$ cat src/rtl/vga_timing_gen.sv
// rtl/vga_timing_gen.sv - 640x480@60 VGA raster timing with delayed sync/blank; optional VGA_FRAME_COUNT_EN frame counter
module vga_timing_gen #(
  parameter int H_VISIBLE   = 640,
  parameter int H_FP        = 16,
  parameter int H_SYNC      = 96,
  parameter int H_BP        = 48,
  parameter int V_VISIBLE   = 480,
  parameter int V_FP        = 10,
  parameter int V_SYNC      = 2,
  parameter int V_BP        = 33,
  parameter int BLANK_DELAY = 1,
  parameter int SYNC_DELAY  = 2
) (
  input  logic        vga_clk,
  input  logic        reset_n,
  output logic [9:0]  DrawX,
  output logic [9:0]  DrawY,
  output logic        blank,
  output logic        hs,
  output logic        vs,
  output logic        frame_tick,
  output logic [15:0] frame_count
);

  localparam int H_TOTAL = H_VISIBLE + H_FP + H_SYNC + H_BP;
  localparam int V_TOTAL = V_VISIBLE + V_FP + V_SYNC + V_BP;

  localparam logic [9:0] HC_LAST    = 10'(H_TOTAL - 1);
  localparam logic [9:0] VC_LAST    = 10'(V_TOTAL - 1);
  localparam logic [9:0] H_VIS_L    = 10'(H_VISIBLE);
  localparam logic [9:0] V_VIS_L    = 10'(V_VISIBLE);
  localparam logic [9:0] HS_START   = 10'(H_VISIBLE + H_FP);
  localparam logic [9:0] HS_END     = 10'(H_VISIBLE + H_FP + H_SYNC);
  localparam logic [9:0] VS_START   = 10'(V_VISIBLE + V_FP);
  localparam logic [9:0] VS_END     = 10'(V_VISIBLE + V_FP + V_SYNC);

  // Reject configurations the delay lines or 10-bit counters cannot represent.
  generate
    if (BLANK_DELAY < 0 || BLANK_DELAY > 4) begin : g_bad_blank_delay
      $error("vga_timing_gen: BLANK_DELAY must be in 0..4");
    end
    if (SYNC_DELAY < 0 || SYNC_DELAY > 4) begin : g_bad_sync_delay
      $error("vga_timing_gen: SYNC_DELAY must be in 0..4");
    end
    if (H_TOTAL > 1024 || V_TOTAL > 1024) begin : g_bad_totals
      $error("vga_timing_gen: H/V totals must fit 10-bit counters");
    end
  endgenerate

  logic [9:0] hc;
  logic [9:0] vc;
  logic       vis;
  logic       hs_raw;
  logic       vs_raw;

  // Raster counters: hc every clock, vc only on the clock where hc wraps.
  always_ff @(posedge vga_clk or negedge reset_n) begin
    if (!reset_n) begin
      hc <= '0;
      vc <= '0;
    end else if (hc == HC_LAST) begin
      hc <= '0;
      if (vc == VC_LAST) begin
        vc <= '0;
      end else begin
        vc <= vc + 10'd1;
      end
    end else begin
      hc <= hc + 10'd1;
    end
  end

  assign DrawX = hc;
  assign DrawY = vc;

  // Undelayed decodes of the current raster position.
  always_comb begin
    vis        = (hc < H_VIS_L) && (vc < V_VIS_L);
    hs_raw     = !((hc >= HS_START) && (hc < HS_END));
    vs_raw     = !((vc >= VS_START) && (vc < VS_END));
    frame_tick = (hc == 10'd0) && (vc == V_VIS_L);
  end

  // blank delay line; stages clear to "not visible" so nothing shows until live data arrives.
  generate
    if (BLANK_DELAY == 0) begin : g_blank_comb
      assign blank = vis;
    end else begin : g_blank_pipe
      logic [BLANK_DELAY-1:0] blank_sr;

      // Shift vis through BLANK_DELAY plain registers.
      always_ff @(posedge vga_clk or negedge reset_n) begin
        if (!reset_n) begin
          blank_sr <= '0;
        end else begin
          blank_sr[0] <= vis;
          for (int i = 1; i < BLANK_DELAY; i++) begin
            blank_sr[i] <= blank_sr[i-1];
          end
        end
      end

      assign blank = blank_sr[BLANK_DELAY-1];
    end
  endgenerate

  // hs/vs delay lines; stages clear to the inactive (high) sync level.
  generate
    if (SYNC_DELAY == 0) begin : g_sync_comb
      assign hs = hs_raw;
      assign vs = vs_raw;
    end else begin : g_sync_pipe
      logic [SYNC_DELAY-1:0] hs_sr;
      logic [SYNC_DELAY-1:0] vs_sr;

      // Shift both sync decodes through SYNC_DELAY plain registers.
      always_ff @(posedge vga_clk or negedge reset_n) begin
        if (!reset_n) begin
          hs_sr <= '1;
          vs_sr <= '1;
        end else begin
          hs_sr[0] <= hs_raw;
          vs_sr[0] <= vs_raw;
          for (int i = 1; i < SYNC_DELAY; i++) begin
            hs_sr[i] <= hs_sr[i-1];
            vs_sr[i] <= vs_sr[i-1];
          end
        end
      end

      assign hs = hs_sr[SYNC_DELAY-1];
      assign vs = vs_sr[SYNC_DELAY-1];
    end
  endgenerate

`ifdef VGA_FRAME_COUNT_EN
  logic [15:0] frame_cnt_q;

  // Count vblank starts; the new value is visible the clock after frame_tick.
  always_ff @(posedge vga_clk or negedge reset_n) begin
    if (!reset_n) begin
      frame_cnt_q <= '0;
    end else if (frame_tick) begin
      frame_cnt_q <= frame_cnt_q + 16'd1;
    end
  end

  assign frame_count = frame_cnt_q;
`else
  assign frame_count = 16'h0000;
`endif

endmodule

$ cat config.mk
export PLATFORM = sky130hd
export DESIGN_NAME = vga_timing_gen
export DESIGN_NICKNAME = d
export VERILOG_FILES = /design/src/rtl/vga_timing_gen.sv
export SDC_FILE = /design/constraint.sdc
export NUM_CORES = 1
export LEC_CHECK = 0
export ABC_AREA = 1
export BUFFER_PORTS_ARGS = -buffer_cell sky130_fd_sc_hd__buf_2
export CAP_MARGIN = 20
export CORE_MARGIN = 4
export CORE_UTILIZATION = 56
export CTS_BUF_LIST = sky130_fd_sc_hd__clkbuf_16
export CTS_CLUSTER_DIAMETER = 150
export DETAILED_ROUTE_END_ITERATION = 8
export PLACE_DENSITY_LB_ADDON = 0.3
export SYNTH_ARGS = -nofsm -noshare
export SYNTH_HDL_FRONTEND = slang
export SYNTH_SLANG_ARGS = --single-unit
export TNS_END_PERCENT = 1
$ cat constraint.sdc
create_clock -name vga_clk -period 3.09 [get_ports vga_clk]
set_clock_uncertainty 0.15 [all_clocks]
set_input_delay 0.309 -clock vga_clk [delete_from_list [all_inputs] [get_ports vga_clk]]
set_output_delay 0.309 -clock vga_clk [all_outputs]
set_load 0.02 [all_outputs]
==> results of run 1 <==
where the power goes:
part	leakage [nW]	internal, mW	switching, mW
Combinational	0.573	0.00127	0.0235
Sequential	0.316	0.327	0
Clock	0.0371	0.176	0.117
repair_timing:
| action | in CTS | in global routing |
|---|---|---|
| resized for setup | 0 | 0 |
| hold buffers | 1 | 0 |
| hold endpoints to repair | 21 | 0 |
state kept, by name, indices dropped and copies added (netlist names):
signal and count:
DrawX 10, DrawY 10, blank 1, g_sync_pipe.hs_sr 2
g_sync_pipe.vs_sr 2
layout by cell type (no fill, tap or decap), types with 3 or more instances in the layout:
master     instances
nand2_1           35
buf_2             25
nor2_1            22
dfrtp_1           21
inv_1             19
conb_1            16
nor2_2             9
nand3_1            9
xor2_1             7
inv_2              6
o21ai_1            6
nand2_2            4
nor2_4             4
a21oi_1            4
nand4_1            4
ha_1               4
dfstp_2            4
clkbuf_16          3
stage by stage:
stage / power, mW / setup WS (ps) / instances / cell area [µm²] / hold WS (ps)
final: 0.645 / 1100 / 245 / 1720 / 206
after global routing: 0.666 / 923 / 245 / 1720 / 207
after CTS: 0.653 / 1090 / 245 / 1720 / 207
after detailed placement: 0.357 / 1390 / 240 / 1630 / 181
after global placement: 0.357 / 1410 / 240 / 1630 / 170
after floorplan: 0.366 / 1290 / 201 / 1580 / -137
layout make-up:
cell class / count / area (µm²)
inverter: 26 / 98.8
fill: 218 / 827
clock inverter: 1 / 7.51
multi-input combinational: 134 / 733
sequential: 25 / 631
timing repair buffer: 26 / 135
clock buffer: 3 / 75.1
tap: 30 / 37.5
cell usage after synthesis, drive strengths merged (2+ instances only):
master	count
nand3	11
nand2	39
a21oi	4
nand4	4
dfrtp	21
nor4	2
ha	4
o21ai	7
buf	16
dfstp	4
xor2	7
inv	25
nor2	36
kinds of logic (layout without fill, tap and decap cells):
family,after synthesis,after routing,synth area share (%)
other,1,16,0.246
adder cells (fa/ha/maj),4,4,3.28
buffers and inverters,42,56,14.3
flip-flops,25,25,41.3
AO/OA/AOI/OAI,14,14,5.25
XOR/XNOR,7,7,4.02
AND/OR/NAND/NOR,93,93,31.6
layer usage:
layer	vias to the layer above	track usage, %
met5	-	0
met4	0	6.65
met3	6	2.81
met2	38	30.4
met1	574	23.8
li1	606	-
worst max-delay path by stage:
stage | startpoint | endpoint | slack [ps] | cells past startpoint
after floorplan | DrawY[5] | frame_tick | 1290 | 4
after global placement | DrawY[5] | frame_tick | 1410 | 5
after detailed placement | DrawY[5] | frame_tick | 1390 | 5
after CTS | DrawY[5] | frame_tick | 1090 | 5
after global routing | DrawY[5] | frame_tick | 920 | 5
final | DrawY[5] | frame_tick | 1100 | 5
==> reports/results.tsv, run 1 <==
stage	metric	value	unit
floorplan	die_w	60.2	µm
final_layout	layout.nets	222	
cts	clkTransAtPathRegs	60	ps
worst_setup_path	cp_cell_sequence	nand2_1 > nor2_1 > nand2_1 > nor4_2 > buf_2	
cts	ctsRootBufferMaster	clkbuf_16	
hold_path	hold_path_class	flip-flop to flip-flop	
placement	gp_congestion	0.866	
floorplan	die-height	60.2	µm
power_and_ir_drop	power.leakage	0.926	nW
sta	setup_viol	0	
synth	async_flop_share	100	%
cts	cts.sinks	25	
drt	route.met3.wl	173	µm
hold_path	worstHoldEndpoint	g_sync_pipe.hs_sr[1]	
global_route	antenna_found_initial	0	
worst_setup_path	end_kind	output pin	
worst_setup_path	arrival	1530	ps
drt	final_antenna_net_count	0	
drt	vias_per_cell	5.00	
sta	finalHoldViolCount	0	
final_layout	syn2layout_area_growth	12.5	%
synth	synth_cell_types	28	
power_and_ir_drop	power-per-cell-area	375	nW/µm²
placement	dp_hpwl	2280	µm
cts	cts_tree	yes	
cts	clock_latency	260	ps
sta	setup_tns	0	ps
floorplan	initial_core_util	60.0	%
drt	wl_met2	1500	µm
global_route	grt_max_degree	26	
drt	first_pass_iters	4	
synth	ys.warnings.count	0	
worst_setup_path	worst-path-buf-inv	1	
drt	drc	0	
synth	synth_top_cell_by_area	dfrtp_1	
sta	drv_slew	0	
power_and_ir_drop	vdd_ir_drop_max	0.377	mV
drt	dr.max_layer_used	met4	
global_route	grt_pass1_vias	1119	
global_route	groute.usage.overall	18.3	%
sta	max-slew-margin-rel	63.9	%
run	maxCapViolations	0	
drt	wl_met1	1290	µm
drt	finalWirelength	3010	µm
worst_setup_path	cpMostUsedCell	nand2_1	
synth	synth_top_area_share	34.4	%
floorplan	num_rows	18	
drt	drtIter0Drc	37	
drt	wl_per_cell	12.3	µm
global_route	grt_pass1_wl	4940	µm
final_layout	drive_gt1_share	28.8	%
worst_setup_path	slowest_stage	dfrtp_1	
worst_setup_path	crit_path_start_kind	flip-flop	
synth	synth-edff-count	0	
sta	worst_pin_slew	541	ps
synth	avgSynthCellArea	8.21	µm²
floorplan	die_area	3630	µm²
worst_setup_path	r2r_start	DrawY[0]	
synth	synthesis.area	1530	µm²
synth	ys_ff_latch	25	
floorplan	core_area	2540	µm²
hold_path	min_from	g_sync_pipe.hs_sr[0]	
sta	period_share	64.4	%
sta	fin_crit	1990	ps
final_layout	antenna_cells	0	
synth	synthFlopType	dfrtp_1	
synth	syn_inst	186	
placement	portBuffers	25	
hold_path	hold_path_depth	0	
synth	yosysSeqAreaShare	41.3	%
synth	synthTopCellsByArea	dfrtp_1 34%, nand2_1 8.6%, buf_4 7.9%	
worst_setup_path	setup.worst_path.class	flip-flop to output pin	
worst_setup_path	path_delay_family	simple AND/OR/NAND/NOR gates	
sta	rsz0062_at_grt	no	
cts	post_cts_buffers	0	
floorplan	ios	42	
drt	dr_total_vias	1224	
global_route	grt_overflow_total	0	
worst_setup_path	ff2ff_setup_slack	1510	ps
sta	fmax	503	MHz
cts	numCtsBuffers	3	
worst_setup_path	worstPathMaxFanout	7	
worst_setup_path	cp_data_required_time	2630	ps
worst_setup_path	r2r_end	DrawY[9]	
status	status	completed	
cts	clk_path_buf_depth	2	
worst_setup_path	reg2reg_depth	9	
worst_setup_path	max_stage_delay	440	ps
final_layout	fin_util	67.5	%
cts	cts_htree_levels	1	
(Power assumes the default switching activity.)
==> run 2, diff against run 1 <==
Settings changed: ABC_AREA 1 to 0, CORE_UTILIZATION 56 to 45.
Clock period 3.09 ns to 1.7 ns, I/O delays scaled along.
==> reports/results.tsv, run 2 <==
stage	metric	value	unit	change
synth	synth_top_cell_by_area	dfrtp_1		
worst_setup_path	max_stage_delay	400	ps	-40 ps
synth	ys.warnings.count	0		unchanged
worst_setup_path	startpoint	DrawX[7]		
worst_setup_path	cp_data_required_time	1380	ps	-1250 ps
sta	hold_slack	206	ps	+0.641 ps
hold_path	hold_path_class	flip-flop to flip-flop		
worst_setup_path	end_kind	output pin		
status	failed_checks	negative setup slack		
synth	synth_common_cells	21 x dfrtp_1, 17 x buf_4, 11 x nand4_1, 8 x nor2_1, 7 x nand3_1		
synth	syn_inst	132		-29%
placement	preCtsSetupSlack	-203	ps	-1590 ps
worst_setup_path	cp_cell_sequence	buf_6 > nor4_4 > nand4_1 > nor4_1 > and3_1 > buf_6		
global_route	grt_max_degree	26		unchanged
worst_setup_path	slowest_stage	dfrtp_1		
drt	drc	0		unchanged
sta	setup_viol	17		+17
drt	finalWirelength	3010	µm	about the same
floorplan	die-height	62.9	µm	+4.4%
placement	dp_cells	204		-15%
sta	drv_slew	0		unchanged
sta	rsz0062_at_grt	yes		
final_layout	layout.nets	186		-16%
worst_setup_path	ff2ff_setup_slack	-300	ps	-1810 ps
placement	dp_hpwl	2170	µm	-4.6%
synth	synth_cell_types	35		+25%
global_route	grt_overflow_total	0		unchanged
worst_setup_path	reg2reg_depth	5		-4
final_layout	multi_input_area	662	µm²	-9.7%
drt	drtIter0Drc	43		+16%
worst_setup_path	setup.worst_path.class	flip-flop to output pin		
final_layout	fin_util	62.5	%	-5.0 points
drt	vias_per_cell	5.38		+7.7%
final_layout	register_area	633	µm²	+0.40%
power_and_ir_drop	power-per-cell-area	675	nW/µm²	+80%
synth	synthFlopType	dfrtp_1		
sta	fmax	493	MHz	
worst_setup_path	crit_end	frame_tick		
floorplan	ios	42		unchanged
synth	avgSynthCellArea	10.3	µm²	+25%
worst_setup_path	arrival	1710	ps	+180 ps
synth	yosysMostFrequentCell	dfrtp_1		
drt	first_pass_iters	4		unchanged
power_and_ir_drop	power	1.18	mW	+83%
synth	synth-edff-count	0		unchanged
cts	clock_latency	260	ps	about the same
cts	cts_htree_levels	1		unchanged
synth	yosysSeqAreaShare	46.5	%	+5.2 points
synth	async_flop_share	100	%	unchanged
sta	fin_crit	2030	ps	
final_layout	syn2layout_area_growth	29.4	%	
cts	clk_path_buf_depth	2		unchanged
cts	ctsRootBufferMaster	clkbuf_16		
floorplan	die_area	3950	µm²	+9.0%
synth	synthTopCellsByArea	dfrtp_1 39%, buf_4 9.4%, dfstp_2 7.8%		
cts	cts.sinks	25		unchanged
drt	dr_total_vias	1130		-7.7%
worst_setup_path	r2r_end	DrawY[3]		
status	status	finished, violations left		
synth	synth_top_area_share	38.8	%	+4.4 points
floorplan	die_w	62.9	µm	+4.4%
worst_setup_path	worstPathMaxFanout	2		-5
sta	max-slew-margin-rel	64.1	%	+0.18 points
worst_setup_path	cpMostUsedCell	buf_6		
global_route	groute.usage.overall	15.8	%	-2.4 points
global_route	grt_pass1_wl	5130	µm	+3.9%
sta	finalHoldViolCount	0		unchanged
final_layout	num-fill-cells	240		+10%
drt	wl_per_cell	14.3	µm	+17%
global_route	antenna_found_initial	0		unchanged
hold_path	hold_path_depth	0		unchanged
global_route	grt_pass1_vias	1108		-0.98%
placement	gp_congestion	0.841		-2.9%
worst_setup_path	r2r_start	DrawX[7]		
synth	ys_ff_latch	25		unchanged
floorplan	num_rows	19		+1
final_layout	antenna_cells	0		unchanged
final_layout	layout_commonest_cell	buf_2		
placement	portBuffers	25		unchanged
worst_setup_path	crit_path_start_kind	flip-flop		
power_and_ir_drop	vdd_ir_drop_max	0.409	mV	+8.4%
final_layout	most-common-layout-cells	24 x buf_2, 19 x dfrtp_1, 17 x buf_4, 16 x conb_1, 11 x nand4_1		
final_layout	drive_gt1_share	38.5	%	+9.7 points
synth	synthesis.area	1360	µm²	-11%
sta	setup_slack	-330	ps	-1430 ps
floorplan	core_area	2810	µm²	+10%
run	maxCapViolations	0		unchanged
cts	clkTransAtPathRegs	70	ps	about the same
sta	worst_pin_slew	539	ps	-2.68 ps
power_and_ir_drop	power.leakage	0.900	nW	-2.8%
cts	cts_tree	yes		
hold_path	min_from	g_sync_pipe.vs_sr[0]		
sta	period_share	119	%	
drt	final_antenna_net_count	0		unchanged
cts	numCtsBuffers	3		unchanged
floorplan	initial_core_util	48.3	%	-12 points
final_layout	stdcell_count	210		-14%
==> run 2: what timing repair did <==
item,in CTS,in global routing
setup buffers,1,0
gates resized for setup,10,5
hold buffers,1,0
hold endpoints to repair,21,0
endpoints found under the setup margin,16,17
pin swaps,8,4
==> run 2: worst min-delay path by stage <==
stage                           endpoint  slack [ps]
global route        g_sync_pipe.hs_sr[1]         210
detailed placement              DrawX[7]          40
CTS                 g_sync_pipe.vs_sr[1]         210
global placement                DrawX[7]          30
floorplan                       DrawX[0]        -280
finish              g_sync_pipe.vs_sr[1]         210
==> run 2: power breakdown <==
group,internal [mW],switching (mW)
logic,0.00232,0.0429
registers,0.595,0
clock network,0.320,0.224
==> run 2: through the flow <==
| stage | area (µm²) | TNS [ps] |
|---|---|---|
| final | 1750 | -2600 |
| after global routing | 1750 | -3560 |
| after CTS | 1730 | -2680 |
| after detailed placement | 1590 | -1530 |
| after global placement | 1590 | -1150 |
| after floorplan | 1410 | -1730 |
==> run 2: kinds of logic after synthesis <==
| logic type | count (synthesis) | share of synthesized area (%) |
|---|---|---|
| AO/OA/AOI/OAI | 14 | 6.74 |
| XOR/XNOR | 10 | 6.46 |
| adder cells (fa/ha/maj) | 4 | 3.69 |
| buffers and inverters | 25 | 11.6 |
| flip-flops | 25 | 46.5 |
| multiplexers | 1 | 0.739 |
| other | 1 | 0.277 |
| AND/OR/NAND/NOR | 52 | 23.9 |
==> run 2: metal layers <==
metal	vias to the layer above	share of wire, %	track usage (%)
met5	-	0	0
met3	7	4.5	1.08
li1	526	-	-
met4	0	2.5	7.44
met1	551	42	19.4
met2	46	51	27.9
==> run 2: final cells by class <==
cell class | count | area share [%]
Clock buffer | 3 | 4.28
Clock inverter | 1 | 0.428
Inverter | 6 | 1.28
Multi-Input combinational cell | 97 | 37.8
Sequential cell | 25 | 36.1
Tap cell | 31 | 2.21
Timing Repair Buffer | 47 | 17.9
==> run 2: worst max-delay path: cells and delay by family (launching register included) <==
kind | cells | cell delay (ps)
buf+inv | 2 | 250
flops | 1 | 400
simple gates | 4 | 800
==> run 3, diff against run 2 <==
Settings changed: ABC_AREA 0 to 1, CORE_UTILIZATION 45 to 47.
==> reports/results.tsv, run 3 (synthesis gave the netlist of run 1 again) <==
stage	metric	value	unit	change
cts	clkTransAtPathRegs	60	ps	about the same
worst_setup_path	ff2ff_setup_slack	130	ps	+430 ps
global_route	groute.usage.overall	16.0	%	+0.21 points
sta	setup_viol	0		-17
final_layout	antenna_cells	0		unchanged
power_and_ir_drop	p_clk_share	44.8	%	-1.1 points
cts	cts.sinks	25		unchanged
global_route	grt_max_degree	26		unchanged
power_and_ir_drop	power.leakage	1.01	nW	+12%
power_and_ir_drop	pwr-share-seq	51.3	%	+1.0 points
placement	gp_congestion	0.814		-3.2%
power_and_ir_drop	vdd_ir_drop_max	0.295	mV	-28%
sta	fin_crit	1700	ps	-334 ps
global_route	grt_pass1_vias	1129		+1.9%
drt	final_antenna_net_count	0		unchanged
cts	clk_path_buf_depth	2		unchanged
worst_setup_path	reg2reg_depth	9		+4
sta	max-slew-margin-rel	63.5	%	-0.60 points
drt	vias_per_cell	4.57		-15%
floorplan	initial_core_util	49.6	%	+1.3 points
sta	finalHoldViolCount	0		unchanged
power_and_ir_drop	power-per-cell-area	621	nW/µm²	-8.0%
power_and_ir_drop	p_switching	246	µW	-7.6%
worst_setup_path	crit_end	frame_tick		
sta	worst_pin_slew	548	ps	+9.05 ps
global_route	antenna_found_initial	0		unchanged
worst_setup_path	end_kind	output pin		
final_layout	num-fill-cells	276		+15%
sta	drv_slew	0		unchanged
worst_setup_path	arrival	1380	ps	-330 ps
run	maxCapViolations	0		unchanged
sta	setup_slack	4.03	ps	+334 ps
sta	period_share	99.8	%	-20 points
worst_setup_path	startpoint	DrawY[0]		
cts	ctsRootBufferMaster	clkbuf_16		
floorplan	die-height	65.0	µm	+3.4%
cts	cts_tree	yes		
floorplan	core_area	3080	µm²	+9.7%
sta	fmax	590	MHz	+20%
worst_setup_path	worstPathMaxFanout	4		+2
hold_path	hold_path_class	flip-flop to flip-flop		
sta	setup_tns	0	ps	+2600 ps
drt	drc	0		unchanged
global_route	grt_pass1_wl	5240	µm	+2.2%
worst_setup_path	setup.worst_path.class	flip-flop to output pin		
status	status	completed		
power_and_ir_drop	p_int	914	µW	-0.31%
floorplan	die_w	65.0	µm	+3.4%
drt	finalWirelength	3080	µm	+2.3%
placement	dp_hpwl	2340	µm	+7.8%
worst_setup_path	r2r_end	DrawY[9]		
final_layout	drive_gt1_share	35.8	%	-2.8 points
drt	wl_per_cell	11.1	µm	-22%
worst_setup_path	cp_data_required_time	1380	ps	about the same
sta	rsz0062_at_grt	yes		
drt	dr_total_vias	1261		+12%
floorplan	num_rows	20		+1
worst_setup_path	crit_path_start_kind	flip-flop		
power_and_ir_drop	pwr-share-comb	3.9	%	about the same
final_layout	layout.nets	239		+28%
floorplan	ios	42		unchanged
cts	cts_htree_levels	1		unchanged
power_and_ir_drop	p_sw_share	21.2	%	-1.3 points
global_route	grt_overflow_total	0		unchanged
final_layout	most-common-layout-cells	35 x nand2_1, 24 x buf_2, 21 x nor2_1, 19 x dfrtp_1		
final_layout	syn2layout_area_growth	22.4	%	
placement	portBuffers	25		unchanged
drt	drtIter0Drc	22		-49%
cts	numCtsBuffers	3		unchanged
drt	first_pass_iters	4		unchanged
cts	clock_latency	260	ps	about the same
worst_setup_path	r2r_start	DrawX[0]		
final_layout	layout_commonest_cell	nand2_1		
floorplan	die_area	4220	µm²	+6.8%
placement	preCtsSetupSlack	165	ps	+368 ps
-- run 3: power groups by stage --
stage | registers (mW) | clock network (mW) | logic, mW
finish | 0.595 | 0.520 | 0.0449
global route | 0.595 | 0.566 | 0.0496
CTS | 0.595 | 0.529 | 0.0451
detailed placement | 0.606 | 0 | 0.0434
global placement | 0.606 | 0 | 0.0434
floorplan | 0.606 | 0 | 0.0588
-- run 3: final cells by class --
cell class	count	area [µm²]	area share, %
Inverter	26	98.8	5.29
Timing Repair Buffer	43	265	14.2
Multi-Input combinational cell	134	736	39.4
Tap cell	44	55.1	2.95
Clock buffer	3	75.1	4.02
Clock inverter	1	5.00	0.268
Sequential cell	25	633	33.9
-- run 3: worst max-delay path, stage by stage (launching register included) --
cell and delay [ps]:
dfrtp_1 400, inv_1 100, ha_1 180, nand3_1 90, nor4_2 170, buf_4 190
-- run 3: timing repair --
item                                    CTS  global route
hold buffers                              1             0
endpoints found under the setup margin    1             1
hold endpoints to repair                 21             0
gates resized for setup                   4             1
setup buffers                             8             0
-- run 3: worst min-delay path by stage --
| stage | startpoint | cells past startpoint | slack, ps | to |
|---|---|---|---|---|
| 6_report | g_sync_pipe.vs_sr[0] | 0 | 210 | g_sync_pipe.vs_sr[1] |
| 5_1_grt | g_sync_pipe.hs_sr[0] | 0 | 210 | g_sync_pipe.hs_sr[1] |
| 4_1_cts | g_sync_pipe.vs_sr[0] | 0 | 210 | g_sync_pipe.vs_sr[1] |
| 3_5_place_dp | reset_n | 1 | 40 | DrawY[8] |
| 3_3_place_gp | reset_n | 1 | 40 | DrawY[6] |
| 2_1_floorplan | reset_n | 0 | -280 | DrawX[0] |
-- run 3: metrics by stage --
stage	hold slack [ps]	instances	power, mW	instance area (µm²)	util (%)
after floorplan	-276	201	0.665	1580	-
after global placement	41.7	263	0.649	1710	55.6
after detailed placement	42.9	263	0.649	1710	55.6
after CTS	208	276	1.17	1870	60.6
after global routing	215	276	1.21	1870	60.7
final	207	276	1.16	1870	60.7
-- run 3: per-layer routing --
layer	track usage, %	routed length (µm)
met1	23.1	1480
met2	24.3	1340
met3	2.25	206
met4	6.07	46
met5	0	0
